[config.mk]
export PLATFORM = sky130hd
export DESIGN_NAME = conv_layer_sched
export DESIGN_NICKNAME = d
export VERILOG_FILES = /design/src/rtl/conv_layer_sched_pkg.sv /design/src/rtl/conv_layer_sched_layer_desc_ram.sv /design/src/rtl/conv_layer_sched.sv
export SDC_FILE = /design/constraint.sdc
export NUM_CORES = 1
export LEC_CHECK = 0
export CORE_MARGIN = 1
export CORE_UTILIZATION = 30
export CTS_CLUSTER_DIAMETER = 200
export DETAILED_ROUTE_END_ITERATION = 8
export GPL_ROUTABILITY_DRIVEN = 0
export HOLD_SLACK_MARGIN = 0.05
export SYNTH_ARGS = -nofsm -noshare
export SYNTH_HDL_FRONTEND = slang
export SYNTH_SLANG_ARGS = --single-unit
[constraint.sdc]
create_clock -name clk -period 3.2 [get_ports clk]
set_input_delay 0.32 -clock clk [delete_from_list [all_inputs] [get_ports clk]]
set_output_delay 0.32 -clock clk [all_outputs]
set_load 0.05 [all_outputs]
[src/rtl/conv_layer_sched_pkg.sv]
// Shared definitions for the conv layer sequencer: FSM state encoding and
// descriptor word field positions {in_ch, out_ch, map_size}.
package conv_layer_sched_pkg;

    typedef enum logic [2:0] {
        ST_IDLE  = 3'd0,
        ST_WLOAD = 3'd1,
        ST_START = 3'd2,
        ST_RUN   = 3'd3,
        ST_NEXT  = 3'd4,
        ST_DONE  = 3'd5
    } state_t;

    localparam int IN_CH_MSB    = 31;
    localparam int IN_CH_LSB    = 24;
    localparam int OUT_CH_MSB   = 23;
    localparam int OUT_CH_LSB   = 16;
    localparam int MAP_SIZE_MSB = 15;
    localparam int MAP_SIZE_LSB = 0;

    localparam logic [31:0] PERF_MAX = 32'hFFFF_FFFF;

endpackage

[src/rtl/conv_layer_sched_layer_desc_ram.sv]
// Layer descriptor table: 2^AW x 32, one synchronous write port, async read.
// Contents are not reset; the host must write a descriptor before it is run.
module layer_desc_ram #(
    parameter int AW = 3
) (
    input  logic          clk,
    input  logic          wen,
    input  logic [AW-1:0] waddr,
    input  logic [31:0]   wdata,
    input  logic [AW-1:0] raddr,
    output logic [31:0]   rdata
);

    logic [31:0] mem [2**AW];

    // Host write port
    always_ff @(posedge clk) begin
        if (wen) begin
            mem[waddr] <= wdata;
        end
    end

    // Async read returns pre-write contents during a same-cycle write
    always_comb begin
        rdata = mem[raddr];
    end

endmodule

[src/rtl/conv_layer_sched.sv]
// Layer-level sequencer for the conv MAC array. Walks descriptors
// 0..run_num_layers-1, requesting a weight load then starting the MAC array
// for each layer. Optional macro PERF_CNT_EN adds the perf_cycles port and
// a saturating per-layer RUN cycle counter.
//
// state | meaning
// IDLE  | waiting for run_start
// WLOAD | weight load requested for layer_idx, waiting for wload_ack
// START | one-cycle conv_start pulse to the MAC array
// RUN   | waiting for conv_done from the MAC array
// NEXT  | advance to next layer or finish
// DONE  | one-cycle run_done pulse
module conv_layer_sched
    import conv_layer_sched_pkg::*;
#(
    parameter int LAYER_AW = 3
) (
    input  logic                clk,
    input  logic                rst,
    input  logic                cfg_wen,
    input  logic [LAYER_AW-1:0] cfg_waddr,
    input  logic [31:0]         cfg_wdata,
    input  logic                run_start,
    input  logic [LAYER_AW:0]   run_num_layers,
    input  logic                run_abort,
    output logic                run_busy,
    output logic                run_done,
    output logic [LAYER_AW-1:0] layer_idx,
    output logic                wload_req,
    output logic [LAYER_AW-1:0] wload_layer,
    input  logic                wload_ack,
    output logic                conv_start,
    input  logic                conv_done,
    output logic [7:0]          in_ch,
    output logic [7:0]          out_ch,
    output logic [15:0]         map_size
`ifdef PERF_CNT_EN
    ,output logic [31:0]        perf_cycles
`endif
);

    localparam logic [LAYER_AW:0]   N_ONE   = 1;
    localparam logic [LAYER_AW-1:0] IDX_ONE = 1;

    state_t              state_q, state_d;
    logic [LAYER_AW:0]   n_lyr_q;
    logic                load_n;
    logic [LAYER_AW-1:0] idx_d;
    logic                latch_desc;
    logic [31:0]         rd_data;

    // The read address is the index the FSM is about to enter WLOAD with, so
    // the descriptor is captured on the same edge that enters WLOAD.
    layer_desc_ram #(.AW(LAYER_AW)) u_desc_ram (
        .clk   (clk),
        .wen   (cfg_wen),
        .waddr (cfg_waddr),
        .wdata (cfg_wdata),
        .raddr (idx_d),
        .rdata (rd_data)
    );

    // State, layer counter and latched layer count
    always_ff @(posedge clk or posedge rst) begin
        if (rst) begin
            state_q   <= ST_IDLE;
            layer_idx <= '0;
            n_lyr_q   <= '0;
        end else begin
            state_q   <= state_d;
            layer_idx <= idx_d;
            if (load_n) begin
                n_lyr_q <= run_num_layers;
            end
        end
    end

    // Next-state logic; abort overrides everything outside IDLE
    always_comb begin
        state_d    = state_q;
        idx_d      = layer_idx;
        latch_desc = 1'b0;
        load_n     = 1'b0;
        case (state_q)
            ST_IDLE: begin
                if (run_start) begin
                    load_n = 1'b1;
                    idx_d  = '0;
                    if (run_num_layers == '0) begin
                        state_d = ST_DONE;
                    end else begin
                        state_d    = ST_WLOAD;
                        latch_desc = 1'b1;
                    end
                end
            end
            ST_WLOAD: begin
                if (wload_ack) begin
                    state_d = ST_START;
                end
            end
            ST_START: begin
                state_d = ST_RUN;
            end
            ST_RUN: begin
                if (conv_done) begin
                    state_d = ST_NEXT;
                end
            end
            ST_NEXT: begin
                if ({1'b0, layer_idx} == n_lyr_q - N_ONE) begin
                    state_d = ST_DONE;
                end else begin
                    idx_d      = layer_idx + IDX_ONE;
                    state_d    = ST_WLOAD;
                    latch_desc = 1'b1;
                end
            end
            ST_DONE: begin
                state_d = ST_IDLE;
            end
            default: begin
                state_d = ST_IDLE;
            end
        endcase
        if (run_abort && state_q != ST_IDLE) begin
            state_d    = ST_IDLE;
            idx_d      = layer_idx;
            latch_desc = 1'b0;
            load_n     = 1'b0;
        end
    end

    // Layer config captured on WLOAD entry; held through abort
    always_ff @(posedge clk or posedge rst) begin
        if (rst) begin
            in_ch    <= '0;
            out_ch   <= '0;
            map_size <= '0;
        end else if (latch_desc) begin
            in_ch    <= rd_data[IN_CH_MSB:IN_CH_LSB];
            out_ch   <= rd_data[OUT_CH_MSB:OUT_CH_LSB];
            map_size <= rd_data[MAP_SIZE_MSB:MAP_SIZE_LSB];
        end
    end

    // Handshake outputs decoded from the state register
    always_comb begin
        run_busy    = (state_q != ST_IDLE);
        wload_req   = (state_q == ST_WLOAD);
        conv_start  = (state_q == ST_START);
        run_done    = (state_q == ST_DONE);
        wload_layer = layer_idx;
    end

`ifdef PERF_CNT_EN
    logic [31:0] perf_cnt;

    // RUN cycle counter, saturating; result includes the conv_done cycle
    always_ff @(posedge clk or posedge rst) begin
        if (rst) begin
            perf_cnt    <= '0;
            perf_cycles <= '0;
        end else begin
            if (state_q == ST_START) begin
                perf_cnt <= '0;
            end else if (state_q == ST_RUN && perf_cnt != PERF_MAX) begin
                perf_cnt <= perf_cnt + 32'd1;
            end
            if (state_q == ST_RUN && conv_done && !run_abort) begin
                perf_cycles <= (perf_cnt == PERF_MAX) ? PERF_MAX : perf_cnt + 32'd1;
            end
        end
    end
`endif

endmodule

==> results of run 1 <==
-- worst reg2reg max path: stages, from the launching register on --
cell and delay (ns):
dfrtp_1 0.39, inv_1 0.09, ha_1 0.14, xor3_1 0.41
nor2_1 0.21, nand2_1 0.19, a32oi_4 0.35, buf_12 0.25
mux4_2 0.34, and3_1 0.19, a221o_1 0.25
-- Yosys cell counts, drive strengths merged --
cell    count  area [sq um]
a32o        1         10.01
mux2       27         304.0
o32a        1         10.01
dfrtp      42          1051
a22o        2         17.52
o21ai       4         20.02
o211a       1         10.01
xor3        1         23.77
nand3       1         5.000
mux2i      72         720.7
o41ai       1         8.760
and3        8         50.05
xnor2       1         8.760
or3         2         12.51
o31ai       2         15.01
nor2       16         60.06
a211o       1         8.760
a211oi      1         7.510
or4         1         7.510
a21oi       5         25.02
buf        21         127.6
o211ai     25         187.7
a21boi      1         7.510
or2         1         8.760
nand2      61         229.0
a32oi       2         17.52
nor3b       1         7.510
a221oi      1         8.760
and2        2         12.51
ha          2         25.02
mux4       32         720.7
nand2b      3         18.77
a221o       7         70.07
nor3        4         20.02
nor2b       2         12.51
a22oi       2         15.01
edfxtp    256          7687
clkbuf     13         48.80
inv         7         26.28
-- through the flow --
step                      hold WS [ns]  util (%)  total power, mW
after floorplan                 0.4189         -            6.544
after global placement          0.4814     35.33            7.508
after detailed placement        0.4887     35.33            7.531
after CTS                       0.2785     37.92            10.97
after global routing            0.3173     37.92            11.29
final                           0.2684     37.92            10.83
-- power by group through the flow --
stage | clock (mW) | sequential [mW] | combinational (mW)
after floorplan | 0 | 5.47 | 1.07
after global placement | 0 | 4.89 | 2.61
after detailed placement | 0 | 4.89 | 2.64
after CTS | 3.52 | 4.82 | 2.64
after global routing | 3.66 | 4.85 | 2.78
final | 3.43 | 4.81 | 2.60
-- logic make-up (layout without fill, tap and decap cells) --
kind of cell / after synthesis / count (layout) / share of synthesized area [%]
DFF: 298 / 298 / 75.15
muxes: 131 / 131 / 15.01
and+or+nand+nor: 102 / 102 / 3.820
AOI/OAI and AO/OA: 57 / 57 / 3.777
buffers and inverters: 41 / 182 / 1.743
adders and majority gates: 2 / 2 / 0.2152
xor gates and xnor gates: 2 / 2 / 0.2798
-- area by class of cell --
type | instances | area [sq um]
inverters | 7 | 26.28
clock buffers | 40 | 849.6
fillers | 3515 | 23550
clock inverters | 15 | 135.1
well taps | 511 | 639.4
multi-input cells | 294 | 2790
flip-flops and latches | 298 | 8738
repair buffers | 120 | 1206
-- state kept, by name, indices dropped and copies added (netlist names) --
register	count
in_ch	8
state_q	3
u_desc_ram.mem	256
out_ch	8
map_size	16
layer_idx	3
n_lyr_q	4
-- worst max path at each step --
stage | start | end | cells after the start
after floorplan | cfg_waddr[1] | u_desc_ram.mem[0][0] | 2
after global placement | n_lyr_q[0] | map_size[2] | 10
after detailed placement | n_lyr_q[0] | in_ch[6] | 10
after CTS | n_lyr_q[0] | map_size[15] | 10
after global routing | n_lyr_q[0] | out_ch[4] | 10
final | n_lyr_q[1] | map_size[15] | 10
-- routing by layer --
metal | track usage, % | up-vias
li1 | - | 2739
met1 | 17.22 | 3073
met2 | 22.80 | 116
met3 | 2.136 | 32
met4 | 3.020 | 2
met5 | 0 | -
-- placed cells by master (no fill, tap or decap), types with 8 or more instances in the layout --
| master | instances |
|---|---|
| mux2_2 | 27 |
| buf_4 | 26 |
| edfxtp_1 | 256 |
| and3_1 | 8 |
| clkdlybuf4s50_1 | 87 |
| o211ai_1 | 25 |
| mux4_2 | 32 |
| clkinv_2 | 8 |
| nor2_1 | 10 |
| mux2i_1 | 72 |
| nand2_1 | 61 |
| dfrtp_1 | 42 |
| clkbuf_16 | 31 |
==> flow_summary.json, run 1 <==
{
  "r2r_cells": 10,
  "first_pass_iters": 4,
  "fin_nets": 799,
  "grt_max_degree": 33,
  "core_sq_mm": 0.03793,
  "rows": 71,
  "globalRoute.totalOverflow": 0,
  "layout_setup_ws_ns": 0.2790,
  "worstSetupEndpointType": "flop",
  "layout-drive-gt1-share_pct": 20.03,
  "final_max_slew_viol_count": 0,
  "cts_hold_buf": 0,
  "power_frac_seq_pct": 44.4,
  "power.internal_mw": 7.595,
  "cts_root_buf": "clkbuf_16",
  "grt_use_total_pct": 13.16,
  "cts_resized": 0,
  "ir_worst_vdd_mv": 0.4147,
  "dp_slack_ns": 0.2829,
  "antenna_cells": 0,
  "drt_iter0_markers": 341,
  "synthToLayoutAreaGrowth_pct": 23.72,
  "fin_area_sq_mm": 0.01439,
  "avgSynthCellArea_sq_um": 18.37,
  "hold_path.class": "in -> async",
  "final_hold_viol_count": 0,
  "start_util_pct": 30.65,
  "maxCapViolations": 0,
  "wl_met1_microns": 11260,
  "comb_power_share_pct": 24.0,
  "cts_tree": "done",
  "path_cells": "inv_1, ha_1, xor3_1, nor2_1, nand2_1, a32oi_4, buf_12, mux4_2, and3_1, a221o_1",
  "relSlewSlack_pct": 45.47,
  "fmax_ghz": 0.3424,
  "cp_top_family": "compound AO/OA/AOI/OAI gates",
  "h-tree-depth": 1,
  "status": "finished clean",
  "worst-path-max-fanout": 27,
  "cp_num_buf_inv": 2,
  "worstPathRequired_ns": 3.62,
  "drcViolationCount": 0,
  "fp.dieArea_sq_mm": 0.03955,
  "yosysWarnings": 0,
  "rsz0062_at_grt": "false",
  "fp.dieH_microns": 198.9,
  "place_area_sq_mm": 0.01340,
  "synth-seq-cells": 298,
  "yosysSeqAreaShare_pct": 75.15,
  "slowest_stage": "xor3_1",
  "syn_nets": 681,
  "r2r_end": "map_size[15]",
  "clockBufferDepth": 3,
  "ioPinCount": 88,
  "port-buffer-count": 87,
  "power_density_mw_per_mm2": 752.9,
  "post-cts-setup-buffers": 0,
  "finalCritPeriodShare_pct": 91.28,
  "yosysUniqueCellTypes": 42,
  "dr_wl_met3_microns": 954,
  "wl_met2_microns": 12690,
  "vias_per_cell": 4.640,
  "wl_per_cell_microns": 19.74,
  "synth_area_sq_mm": 0.01163,
  "r2r_slack_ns": 0.28,
  "p_clk_share_pct": 31.6,
  "highest_layer": "met5",
  "die_x_microns": 198.9,
  "grt_pass1_vias": 6153,
  "max_slew.worst_pin.slew_ns": 0.8168,
  "p_sw_share_pct": 29.87,
  "numCtsBuffers": 30,
  "startpoint_type": "flop",
  "p_switching_mw": 3.235,
  "via_count": 5962,
  "antenna_found_initial": 1,
  "insertion_delay_ns": 0.54,
  "dpl.cell_count": 1230,
  "grt_pass1_wl_microns": 38810,
  "ant_nets": 0,
  "min_period_ns": 2.921,
  "arrival_ns": 3.34,
  "clk_transition_reported_paths_ns": 0.06,
  "crit_type": "reg -> reg",
  "p_leak_nw": 5.332,
  "rr_startpoint": "n_lyr_q[1]",
  "synthCells": 633,
  "hpwl_microns": 14880,
  "finClkSkew_ns": 0.007110,
  "final_cells": 1285,
  "setup_viol": 0,
  "cts_sinks": 298,
  "max_stage_delay_ns": 0.41,
  "routed_wl_microns": 25370,
  "timing.setup.tns_ns": 0
}
(Power assumes the default switching activity.)
==> run 2: changes to the inputs <==
--- a/config.mk
+++ b/config.mk
@@ -11,6 +11,7 @@
 export DETAILED_ROUTE_END_ITERATION = 8
 export GPL_ROUTABILITY_DRIVEN = 0
 export HOLD_SLACK_MARGIN = 0.05
+export SLEW_MARGIN = 20
 export SYNTH_ARGS = -nofsm -noshare
 export SYNTH_HDL_FRONTEND = slang
 export SYNTH_SLANG_ARGS = --single-unit
==> results of run 2 <==
Final layout, timing and power as in run 1 (identical DEF).
